--- config.mk ---
export PLATFORM = sky130hd
export DESIGN_NAME = bist_sig_engine_flat
export DESIGN_NICKNAME = d
export VERILOG_FILES = /design/src/rtl/bist_sig_engine_pkg.sv /design/src/rtl/bist_sig_engine_if.sv /design/src/rtl/bist_sig_engine_sig_reg.sv /design/src/rtl/bist_sig_engine.sv /design/src/flat_wrapper.sv
export SDC_FILE = /design/constraint.sdc
export NUM_CORES = 1
export LEC_CHECK = 0
export CAP_MARGIN = 20
export CORE_MARGIN = 2
export CORE_UTILIZATION = 47
export DETAILED_ROUTE_END_ITERATION = 6
export GPL_TIMING_DRIVEN = 1
export HOLD_SLACK_MARGIN = 0.06
export PLACE_DENSITY = 0.91
export SLEW_MARGIN = 25
export SYNTH_ARGS = -nofsm -noshare
export SYNTH_HDL_FRONTEND = slang
export SYNTH_SLANG_ARGS = --single-unit
export TNS_END_PERCENT = 5
--- constraint.sdc ---
create_clock -name clk -period 2.7 [get_ports clk]
set_clock_uncertainty 0.15 [all_clocks]
set_input_delay 0.54 -clock clk [delete_from_list [all_inputs] [get_ports clk]]
set_output_delay 0.54 -clock clk [all_outputs]
set_load 0.02 [all_outputs]
--- src/rtl/bist_sig_engine_pkg.sv ---
// bist_pkg: FSM states and the shared LFSR/MISR step function.
package bist_pkg;
  typedef enum logic [1:0] {IDLE, RESET_CUT, APPLY, DONE} state_t;
  localparam int MAXW = 64;
  function automatic logic [MAXW-1:0] sig_step(input logic [MAXW-1:0] s, poly, d, input int w);
    logic [MAXW-1:0] m, t;
    m = (w >= MAXW) ? '1 : ~('1 << w);
    t = s >> (w - 1);
    return ((s << 1) ^ (t[0] ? poly : '0) ^ d) & m;
  endfunction
endpackage

--- src/rtl/bist_sig_engine_if.sv ---
// bist_sig_engine_if: control, status and CUT-side signals of the BIST engine.
interface bist_sig_engine_if #(parameter int IN_WIDTH = 14, OUT_WIDTH = 14, CNT_W = 8);
  logic start, abort, mode;
  logic [IN_WIDTH-1:0] ext_pat, cut_in;
  logic [OUT_WIDTH-1:0] golden_sig, cut_out, signature;
  logic cut_reset, busy, done, pass;
  logic [CNT_W-1:0] pat_idx;
  modport master (output start, abort, mode, ext_pat, golden_sig, cut_out,
                  input cut_in, cut_reset, busy, done, pass, signature, pat_idx);
  modport slave (input start, abort, mode, ext_pat, golden_sig, cut_out,
                 output cut_in, cut_reset, busy, done, pass, signature, pat_idx);
endinterface

--- src/rtl/bist_sig_engine_sig_reg.sv ---
// sig_reg: loadable LFSR/MISR register; d=0 gives a pattern generator.
module sig_reg import bist_pkg::*; #(
  parameter int W = 8,
  parameter logic [W-1:0] POLY = '0,
  parameter logic [W-1:0] SEED = '0
) (
  input  logic clk,
  input  logic reset,
  input  logic load,
  input  logic en,
  input  logic [W-1:0] d,
  output logic [W-1:0] q
);
  always_ff @(posedge clk)
    if (reset || load) q <= SEED;
    else if (en) q <= W'(sig_step(MAXW'(q), MAXW'(POLY), MAXW'(d), W));
endmodule

--- src/rtl/bist_sig_engine.sv ---
// bist_sig_engine: TPG/external patterns into a CUT, MISR compaction, golden compare.
module bist_sig_engine import bist_pkg::*; #(
  parameter int IN_WIDTH = 14,
  parameter int OUT_WIDTH = 14,
  parameter logic [63:0] TPG_POLY = 64'h2B,
  parameter logic [63:0] TPG_SEED = 64'd1,
  parameter logic [63:0] MISR_POLY = 64'd277,
  parameter logic [63:0] MISR_SEED = 64'd0,
  parameter int NUM_PATTERNS = 225,
  parameter int CNT_W = $clog2(NUM_PATTERNS + 1)
) (
  input logic clk,
  input logic reset,
  bist_sig_engine_if.slave bus
);
  if (TPG_SEED[IN_WIDTH-1:0] == '0) begin : g_bad_seed
    $error("bist_sig_engine: TPG_SEED must be nonzero");
  end
  if (NUM_PATTERNS < 1) begin : g_bad_count
    $error("bist_sig_engine: NUM_PATTERNS must be at least 1");
  end
  state_t state, nxt;
  logic mode_q, go, last;
  logic [IN_WIDTH-1:0] cut_in_q, tpg_q;
  logic [OUT_WIDTH-1:0] misr_q;
  logic [CNT_W-1:0] pat_idx_q;
  assign go = bus.start && !bus.abort && (state == IDLE || state == DONE);
  assign last = state == APPLY && pat_idx_q == CNT_W'(NUM_PATTERNS - 1);
  always_comb
    nxt = bus.abort ? IDLE :
          go ? RESET_CUT :
          state == RESET_CUT ? APPLY :
          last ? DONE : state;
  // The TPG runs one step ahead of cut_in: it advances in RESET_CUT while the seed is on the CUT.
  sig_reg #(.W(IN_WIDTH), .POLY(TPG_POLY[IN_WIDTH-1:0]), .SEED(TPG_SEED[IN_WIDTH-1:0])) u_tpg (
    .clk, .reset, .load(go), .en(state == RESET_CUT || state == APPLY), .d('0), .q(tpg_q)
  );
  sig_reg #(.W(OUT_WIDTH), .POLY(MISR_POLY[OUT_WIDTH-1:0]), .SEED(MISR_SEED[OUT_WIDTH-1:0])) u_misr (
    .clk, .reset, .load(go), .en(state == APPLY), .d(bus.cut_out), .q(misr_q)
  );
  always_ff @(posedge clk)
    if (reset) begin
      state <= IDLE;
      mode_q <= 1'b0;
      cut_in_q <= '0;
      pat_idx_q <= '0;
    end else begin
      state <= nxt;
      if (bus.abort) begin
        cut_in_q <= '0;
        pat_idx_q <= '0;
      end else if (go) begin
        mode_q <= bus.mode;
        cut_in_q <= bus.mode ? bus.ext_pat : TPG_SEED[IN_WIDTH-1:0];
        pat_idx_q <= '0;
      end else if (state == APPLY) begin
        cut_in_q <= mode_q ? bus.ext_pat : tpg_q;
        pat_idx_q <= pat_idx_q + 1'b1;
      end
    end
  // The MISR is frozen outside APPLY, so the DONE view of it is stable.
  assign bus.cut_in = cut_in_q;
  assign bus.pat_idx = pat_idx_q;
  assign bus.cut_reset = state == RESET_CUT;
  assign bus.busy = state == RESET_CUT || state == APPLY;
  assign bus.done = state == DONE;
  assign bus.signature = state == DONE ? misr_q : '0;
  assign bus.pass = state == DONE && misr_q == bus.golden_sig;
endmodule

--- src/flat_wrapper.sv ---
// flat-port wrapper written by rule: the top's interface ports become plain ports
module bist_sig_engine_flat import bist_pkg::*;
#(
  parameter int IN_WIDTH = 14,
  parameter int OUT_WIDTH = 14,
  parameter logic [63:0] TPG_POLY = 64'h2B,
  parameter logic [63:0] TPG_SEED = 64'd1,
  parameter logic [63:0] MISR_POLY = 64'd277,
  parameter logic [63:0] MISR_SEED = 64'd0,
  parameter int NUM_PATTERNS = 225,
  parameter int CNT_W = $clog2(NUM_PATTERNS + 1)
)
  (clk, reset, bus_start, bus_abort, bus_mode, bus_ext_pat, bus_golden_sig, bus_cut_out, bus_cut_in, bus_cut_reset, bus_busy, bus_done, bus_pass, bus_signature, bus_pat_idx);
  bist_sig_engine_if #(.IN_WIDTH(IN_WIDTH), .OUT_WIDTH(OUT_WIDTH), .CNT_W(CNT_W)) bus_i ();
  input logic clk;
  input logic reset;
  input wire logic [$bits(bus_i.start)-1:0] bus_start;
  input wire logic [$bits(bus_i.abort)-1:0] bus_abort;
  input wire logic [$bits(bus_i.mode)-1:0] bus_mode;
  input wire logic [$bits(bus_i.ext_pat)-1:0] bus_ext_pat;
  input wire logic [$bits(bus_i.golden_sig)-1:0] bus_golden_sig;
  input wire logic [$bits(bus_i.cut_out)-1:0] bus_cut_out;
  output wire logic [$bits(bus_i.cut_in)-1:0] bus_cut_in;
  output wire logic [$bits(bus_i.cut_reset)-1:0] bus_cut_reset;
  output wire logic [$bits(bus_i.busy)-1:0] bus_busy;
  output wire logic [$bits(bus_i.done)-1:0] bus_done;
  output wire logic [$bits(bus_i.pass)-1:0] bus_pass;
  output wire logic [$bits(bus_i.signature)-1:0] bus_signature;
  output wire logic [$bits(bus_i.pat_idx)-1:0] bus_pat_idx;
  assign bus_i.start = bus_start;
  assign bus_i.abort = bus_abort;
  assign bus_i.mode = bus_mode;
  assign bus_i.ext_pat = bus_ext_pat;
  assign bus_i.golden_sig = bus_golden_sig;
  assign bus_i.cut_out = bus_cut_out;
  assign bus_cut_in = bus_i.cut_in;
  assign bus_cut_reset = bus_i.cut_reset;
  assign bus_busy = bus_i.busy;
  assign bus_done = bus_i.done;
  assign bus_pass = bus_i.pass;
  assign bus_signature = bus_i.signature;
  assign bus_pat_idx = bus_i.pat_idx;
  bist_sig_engine #(.IN_WIDTH(IN_WIDTH), .OUT_WIDTH(OUT_WIDTH), .TPG_POLY(TPG_POLY), .TPG_SEED(TPG_SEED), .MISR_POLY(MISR_POLY), .MISR_SEED(MISR_SEED), .NUM_PATTERNS(NUM_PATTERNS), .CNT_W(CNT_W)) u_core (.clk(clk), .reset(reset), .bus(bus_i));
endmodule
==> impl_metrics.sql, run 1 <==
INSERT INTO impl_metrics (metric_group, metric, value, unit) VALUES
('worst_setup_path', 'critical_path_class', 'input port to primary output', ''),
('place', 'post_detail_place_hpwl', '4.990', 'mm'),
('worst_setup_path', 'critPathCapture', 'bus_pass', ''),
('timing', 'slew_headroom', '0.3887', ''),
('clock_tree', 'cts_tree', 'built', ''),
('worst_setup_path', 'critical_path.startpoint_type', 'input port', ''),
('timing', 'finalMaxSlewViolations', '0', ''),
('clock_tree', 'tritoncts.num_buffers', '5', ''),
('detailed_routing', 'drtAntennaViolNets', '0', ''),
('clock_tree', 'clock-sinks', '53', ''),
('worst_setup_path', 'critical_path.cell_chain', 'clkdlybuf4s50_1 > xnor2_1 > nand3_1 > nor4_1 > dlygate4sd2_1', ''),
('worst_setup_path', 'largest_fanout_on_the_critical_path', '1', ''),
('logic_synthesis', 'synth_cell_types', '37', ''),
('cells_and_area', 'layout.cells.non_filler', '471', ''),
('worst_setup_path', 'cp.buffers_inverters', '2', ''),
('logic_synthesis', 'synthesis.nets', '370', ''),
('worst_setup_path', 'critical-path-slowest-cell', 'sky130_fd_sc_hd__clkdlybuf4s50_1', ''),
('logic_synthesis', 'synth_warnings', '0', ''),
('worst_setup_path', 'largest_incremental_delay_on_the_critical_path', '0.49', 'ns'),
('worst_setup_path', 'regToRegEndpoint', 'u_core.bus.cut_in[2]', ''),
('place', 'dp.cells', '463', ''),
('timing', 'finalSetupViolations', '0', ''),
('logic_synthesis', 'synth_cells', '317', ''),
('logic_synthesis', 'ys_async_sr_fraction', '0', ''),
('power', 'max-vdd-ir-drop', '0.1840', 'mV'),
('logic_synthesis', 'netlist_area', '0.002791', 'mm2'),
('flow_run', 'drv_cap', '0', ''),
('min_path', 'hold_path.class', 'flop to flop', ''),
('power', 'leakage', '1.360', 'nW'),
('cells_and_area', 'layout_commonest_cell', 'sky130_fd_sc_hd__clkdlybuf4s50_1', ''),
('detailed_routing', 'wl_per_instance', '14.09', 'um'),
('worst_setup_path', 'worst-r2r-cell-count', '6', ''),
('detailed_routing', 'drt_first_pass_iters', '4', ''),
('cells_and_area', 'fillers', '470', ''),
('cells_and_area', 'area_delta_synth_final', '36.67', '%'),
('worst_setup_path', 'timing.rr.start', 'u_core.state[0]', ''),
('timing', 'fin_crit', '2.594', 'ns'),
('floorplanning', 'rows', '28', ''),
('clock_tree', 'clk-insertion-delay-late', '0.31', 'ns'),
('place', 'place_worst_setup_slack', '-0.1658', 'ns'),
('timing', 'timing.setup.tns', '0', 'ns'),
('detailed_routing', 'drtIter0Drc', '108', ''),
('grt', 'gr-usage-all-layers', '0.2116', ''),
('grt', 'grt_first_pass_wirelength', '11.06', 'mm'),
('detailed_routing', 'drcViolationCount', '0', ''),
('clock_tree', 'cts.repair.resized', '1', ''),
('floorplanning', 'die_w', '81.07', 'um'),
('grt', 'first_global_vias', '2410', ''),
('place', 'placement.io_buffers', '86', ''),
('logic_synthesis', 'synth_ff_type', 'sky130_fd_sc_hd__dfxtp_1', ''),
('detailed_routing', 'total_wire_length', '6.638', 'mm'),
('run_status', 'outcome', 'finished clean', ''),
('detailed_routing', 'vias_per_cell', '5.369', ''),
('floorplanning', 'floorplan.core_area', '0.005816', 'mm2'),
('logic_synthesis', 'ys_seq_elements', '53', ''),
('worst_setup_path', 'setup.worst_path.end_class', 'primary output', ''),
('floorplanning', 'die_area', '0.006572', 'mm2'),
('cells_and_area', 'finish.net_count', '448', ''),
('floorplanning', 'initial_core_util', '0.4800', ''),
('timing', 'tightestPinTransition', '0.9157', 'ns'),
('worst_setup_path', 'ff2ff_setup_slack', '0.59', 'ns'),
('clock_tree', 'clock_buffer_depth', '2', ''),
('clock_tree', 'h-tree-depth', '2', ''),
('timing', 'hold_slack', '0.3369', 'ns'),
('clock_tree', 'cts.repair_timing.setup_buffer_count', '0', ''),
('floorplanning', 'dieHeight', '81.07', 'um'),
('place', 'routabilityCongestion', '0.7237', ''),
('detailed_routing', 'via_count_of_the_routed_design', '2529', ''),
('logic_synthesis', 'yosysSeqAreaShare', '0.3801', ''),
('worst_setup_path', 'worst-path-stages', '5', ''),
('timing', 'max_freq', '385.4', 'MHz');
[worst reg2reg max path, stage by stage, from the launching register on]
cell and delay [ns]:
sky130_fd_sc_hd__dfxtp_1 0.40, sky130_fd_sc_hd__inv_1 0.08, sky130_fd_sc_hd__ha_2 0.39, sky130_fd_sc_hd__and3b_1 0.22, sky130_fd_sc_hd__buf_12 0.18, sky130_fd_sc_hd__o31ai_1 0.09, sky130_fd_sc_hd__a2111oi_0 0.46
[cell families (layout without fill, tap and decap cells)]
logic type,after synthesis,in the layout,synth area share
AO/OA/AOI/OAI,71,71,0.1739
XOR/XNOR,35,35,0.1098
adder cells (fa/ha/maj),6,6,0.02689
buffers and inverters,31,110,0.05379
flip-flops,53,53,0.3801
multiplexers,16,16,0.05782
AND/OR/NAND/NOR,105,105,0.1977
[per-stage QoR]
stage,total power [mW],utilization,instance area [um2]
after global routing,1.608,0.6560,3815
final,1.530,0.6560,3815
after CTS,1.548,0.6556,3812
after global placement,1.075,0.6392,3717
after detailed placement,1.082,0.6392,3717
after floorplan,0.9601,-,2791
[registers in the layout, summed over array words and instances, names as in the netlist]
name                cells
u_core.mode_q           1
u_core.u_misr.q        14
u_core.bus.pat_idx      8
u_core.u_tpg.q         14
u_core.bus.cut_in      14
u_core.state            2
[layout make-up]
type / instances / area [um2] / area share
well taps: 75 / 93.84 / 0.02460
clock inverters: 2 / 13.76 / 0.003608
multi-input cells: 233 / 1583 / 0.4149
inverters: 7 / 26.28 / 0.006888
flip-flops and latches: 53 / 1061 / 0.2781
clock buffers: 6 / 82.58 / 0.02165
repair buffers: 95 / 954.7 / 0.2502
[worst min path at each step]
stage	start	to	slack (ns)	depth (start not counted)
after floorplan	u_core.u_tpg.q[1]	u_core.u_tpg.q[1]	0.30	2
after global placement	u_core.u_tpg.q[1]	u_core.u_tpg.q[1]	0.32	2
after detailed placement	u_core.u_tpg.q[3]	u_core.u_tpg.q[3]	0.33	2
after CTS	u_core.u_tpg.q[3]	u_core.u_tpg.q[3]	0.34	2
after global routing	u_core.u_tpg.q[3]	u_core.u_tpg.q[3]	0.36	2
final	u_core.u_tpg.q[1]	u_core.u_tpg.q[1]	0.34	2
[Yosys cell counts, types with 6 or more instances]
master | count | share of area
sky130_fd_sc_hd__a2111oi_0 | 13 | 0.041
sky130_fd_sc_hd__a211oi_1 | 12 | 0.032
sky130_fd_sc_hd__a21oi_1 | 23 | 0.041
sky130_fd_sc_hd__and2_1 | 15 | 0.034
sky130_fd_sc_hd__buf_2 | 9 | 0.016
sky130_fd_sc_hd__clkbuf_1 | 10 | 0.013
sky130_fd_sc_hd__dfxtp_1 | 53 | 0.38
sky130_fd_sc_hd__ha_1 | 6 | 0.027
sky130_fd_sc_hd__inv_1 | 7 | 0.0094
sky130_fd_sc_hd__mux2i_1 | 15 | 0.054
sky130_fd_sc_hd__nand2_1 | 12 | 0.016
sky130_fd_sc_hd__nand2b_1 | 15 | 0.034
sky130_fd_sc_hd__nand4_1 | 8 | 0.018
sky130_fd_sc_hd__nor2_1 | 29 | 0.039
sky130_fd_sc_hd__nor3_1 | 13 | 0.023
sky130_fd_sc_hd__o31ai_1 | 13 | 0.035
sky130_fd_sc_hd__xnor2_1 | 29 | 0.091
sky130_fd_sc_hd__xor2_1 | 6 | 0.019
[report_power, final]
group	total [mW]	switching, mW	internal, mW
registers	0.810	0.0152	0.795
clock network	0.466	0.258	0.208
logic	0.254	0.110	0.143
[metal layers]
layer,track usage,wire length (um),up-vias,share of wire
met2,0.3702,3456,55,0.52
met1,0.2677,2842,1196,0.43
met5,0,0,-,0
met3,0.03556,250,9,0.038
li1,-,-,1269,-
met4,0.05932,89,0,0.013
(Power assumes the default switching activity.)
==> inputs of run 2 (changes only) <==
- SLEW_MARGIN: 25 -> 5
- clock period: 2.7 -> 2.9 ns (I/O delays scaled with it)
==> run 2 against run 1 <==
- final area is 1.3% lower
- via count is 1.1% higher
- count of clock-buffer cells in the layout is 2 higher
- first-iteration DRC count is 11% lower
- largest power group unchanged
- highest routed layer unchanged
- clock power is 17% lower
==> impl_metrics.sql, run 2 (synthesized netlist as in run 1, its figures left out) <==
INSERT INTO impl_metrics (metric_group, metric, value, unit) VALUES
('floorplanning', 'dieHeight', '81.07', 'um'),
('worst_setup_path', 'worst-r2r-cell-count', '6', ''),
('power', 'p_total', '1.372', 'mW'),
('cells_and_area', 'area_delta_synth_final', '34.83', '%'),
('min_path', 'hold_path.class', 'flop to flop', ''),
('timing', 'fin_crit', '2.678', 'ns'),
('place', 'placement.io_buffers', '86', ''),
('worst_setup_path', 'top_delay_family_on_crit_path', 'buffers and inverters', ''),
('worst_setup_path', 'largest_fanout_on_the_critical_path', '1', ''),
('worst_setup_path', 'critical_path_arrival', '1.95', 'ns'),
('worst_setup_path', 'largest_incremental_delay_on_the_critical_path', '0.49', 'ns'),
('place', 'routabilityCongestion', '0.7193', ''),
('cells_and_area', 'layout.area.seq', '0.001061', 'mm2'),
('detailed_routing', 'drcViolationCount', '0', ''),
('clock_tree', 'cts_tree', 'built', ''),
('floorplanning', 'rows', '28', ''),
('min_path', 'whs_endpoint', 'u_core.u_tpg.q[1]', ''),
('floorplanning', 'die_w', '81.07', 'um'),
('worst_setup_path', 'critical_path.startpoint_type', 'input port', ''),
('power', 'switching_power', '0.3316', 'mW'),
('clock_tree', 'tritoncts.num_buffers', '5', ''),
('floorplanning', 'floorplan.core_area', '0.005816', 'mm2'),
('power', 'pwr-share-comb', '0.169', ''),
('grt', 'grt_start_max_net_pins', '34', ''),
('worst_setup_path', 'critical_path_class', 'input port to primary output', ''),
('clock_tree', 'clock_buffer_depth', '2', ''),
('run_status', 'outcome', 'finished clean', ''),
('grt', 'global_route_congestion_overflow_total', '0', ''),
('floorplanning', 'die_area', '0.006572', 'mm2'),
('worst_setup_path', 'startpoint', 'bus_golden_sig[8]', ''),
('timing', 'final-hold-violation-count', '0', ''),
('worst_setup_path', 'ff2ff_setup_slack', '0.69', 'ns'),
('power', 'p_per_area', '364.6', 'mW/mm2'),
('power', 'clockPowerShare', '0.281', ''),
('worst_setup_path', 'regToRegEndpoint', 'u_core.bus.cut_in[9]', ''),
('timing', 'worst_slack', '0.2223', 'ns'),
('cells_and_area', 'fillers', '524', ''),
('detailed_routing', 'total_wire_length', '6.731', 'mm'),
('cells_and_area', 'finish.net_count', '447', ''),
('timing', 'rsz0062_at_grt', 'false', ''),
('power', 'fraction_of_power_spent_switching_nets', '0.2417', ''),
('floorplanning', 'top_level_ports', '87', ''),
('timing', 'hold_slack', '0.3454', 'ns'),
('floorplanning', 'initial_core_util', '0.4800', ''),
('clock_tree', 'clock-sinks', '53', ''),
('worst_setup_path', 'cp.buffers_inverters', '2', ''),
('grt', 'antenna_violations_before_repair', '0', ''),
('grt', 'first_global_vias', '2441', ''),
('clock_tree', 'clk-insertion-delay-late', '0.29', 'ns'),
('clock_tree', 'cts_root_buffer', 'sky130_fd_sc_hd__clkbuf_8', ''),
('worst_setup_path', 'setup.worst_path.end_class', 'primary output', ''),
('clock_tree', 'clock_slew_at_reported_path_ffs', '0.09', 'ns'),
('detailed_routing', 'drt_first_pass_iters', '4', ''),
('timing', 'finalMaxSlewViolations', '0', ''),
('place', 'post_detail_place_hpwl', '5.075', 'mm'),
('detailed_routing', 'via_count_of_the_routed_design', '2558', ''),
('worst_setup_path', 'worst-endpoint-required', '2.17', 'ns'),
('flow_run', 'drv_cap', '0', ''),
('power', 'internal_dissipation', '1.041', 'mW'),
('cells_and_area', 'final_design_area_no_fill', '0.003764', 'mm2'),
('detailed_routing', 'drtAntennaViolNets', '0', ''),
('worst_setup_path', 'critical-path-slowest-cell', 'sky130_fd_sc_hd__clkdlybuf4s50_1', ''),
('clock_tree', 'cts-hold-fix-buffers', '0', ''),
('cells_and_area', 'layout_commonest_cell', 'sky130_fd_sc_hd__clkdlybuf4s50_1', ''),
('detailed_routing', 'drtIter0Drc', '96', ''),
('timing', 'fin_crit_sh', '0.9233', ''),
('cells_and_area', 'multi_input_area', '0.001583', 'mm2'),
('timing', 'slew_headroom', '0.4019', ''),
('cells_and_area', 'share_of_final_layout_standard_cells_stronger_than_drive_strength_1', '0.03797', ''),
('min_path', 'hold_start', 'u_core.u_tpg.q[1]', ''),
('grt', 'grt_first_pass_wirelength', '10.98', 'mm'),
('detailed_routing', 'wl_per_instance', '14.32', 'um'),
('cells_and_area', 'mostFrequentLayoutCells', '85 x sky130_fd_sc_hd__clkdlybuf4s50_1, 53 x sky130_fd_sc_hd__dfxtp_1, 29 x sky130_fd_sc_hd__xnor2_1, 29 x sky130_fd_sc_hd__nor2_1, 23 x sky130_fd_sc_hd__a21oi_1', ''),
('grt', 'gr-usage-all-layers', '0.2090', ''),
('worst_setup_path', 'timing.rr.start', 'u_core.state[0]', ''),
('timing', 'finalSetupViolations', '0', ''),
('timing', 'max_freq', '373.5', 'MHz'),
('min_path', 'worstHoldPathCells', '2', ''),
('power', 'max-vdd-ir-drop', '0.1994', 'mV'),
('power', 'share_seq_of_total_power', '0.550', ''),
('cells_and_area', 'insertedDiodeCount', '0', ''),
('timing', 'tightestPinTransition', '0.8960', 'ns'),
('detailed_routing', 'vias_per_cell', '5.443', ''),
('power', 'leakage', '1.318', 'nW'),
('place', 'postPlaceCellArea', '0.003685', 'mm2'),
('place', 'place_worst_setup_slack', '-0.09606', 'ns'),
('clock_tree', 'h-tree-depth', '2', ''),
('worst_setup_path', 'critical_path.cell_chain', 'clkdlybuf4s50_1 > xnor2_1 > nand4_1 > nor4_1 > dlygate4sd2_1', '');
run 2: cell type report:
class                   instances  area share
clock buffers                   8     0.02128
repair buffers                 94      0.2443
inverters                       7    0.006981
flip-flops and latches         53      0.2819
well taps                      75     0.02493
multi-input cells             233      0.4205
run 2: repair_timing:
item                       in CTS  in global routing
gates resized for setup         1                  0
setup endpoints to repair       1                  0
buffers inserted                0                  0
run 2: routing by layer:
layer / GRT usage / up-vias / share of wire
met4: 0.06271 / 0 / 0.017
met2: 0.3694 / 58 / 0.51
met1: 0.2645 / 1214 / 0.44
li1: - / 1275 / -
met5: 0 / - / 0
met3: 0.02778 / 11 / 0.032
run 2: metrics by stage:
| stage | util | std cells | setup TNS [ns] |
|---|---|---|---|
| 4_1_cts | 0.6472 | 470 | 0 |
| 2_1_floorplan | - | 317 | 0 |
| 6_report | 0.6472 | 470 | 0 |
| 3_3_place_gp | 0.6336 | 462 | -0.003643 |
| 3_5_place_dp | 0.6336 | 462 | -0.09606 |
| 5_1_grt | 0.6472 | 470 | 0 |
run 2: worst max path at each step:
stage,slack (ns),cells after the start,endpoint
2_1_floorplan,0.66,3,bus_pass
3_3_place_gp,-0.004,5,bus_pass
3_5_place_dp,-0.1,5,bus_pass
4_1_cts,0.21,5,bus_pass
5_1_grt,0.10,5,bus_pass
6_report,0.22,5,bus_pass
run 2: worst register-to-register path, stage by stage, from the launching register on:
cell                        delay [ns]
sky130_fd_sc_hd__dfxtp_1          0.40
sky130_fd_sc_hd__inv_1            0.08
sky130_fd_sc_hd__ha_2             0.38
sky130_fd_sc_hd__and3b_1          0.17
sky130_fd_sc_hd__buf_4            0.28
sky130_fd_sc_hd__o31ai_1          0.11
sky130_fd_sc_hd__a2111oi_0        0.50
run 2: power by group through the flow:
stage | logic, mW | registers, mW | clock network, mW
floorplan | 0.119 | 0.775 | 0
global placement | 0.223 | 0.771 | 0
detailed placement | 0.231 | 0.772 | 0
CTS | 0.233 | 0.755 | 0.398
global route | 0.253 | 0.757 | 0.423
finish | 0.232 | 0.755 | 0.386
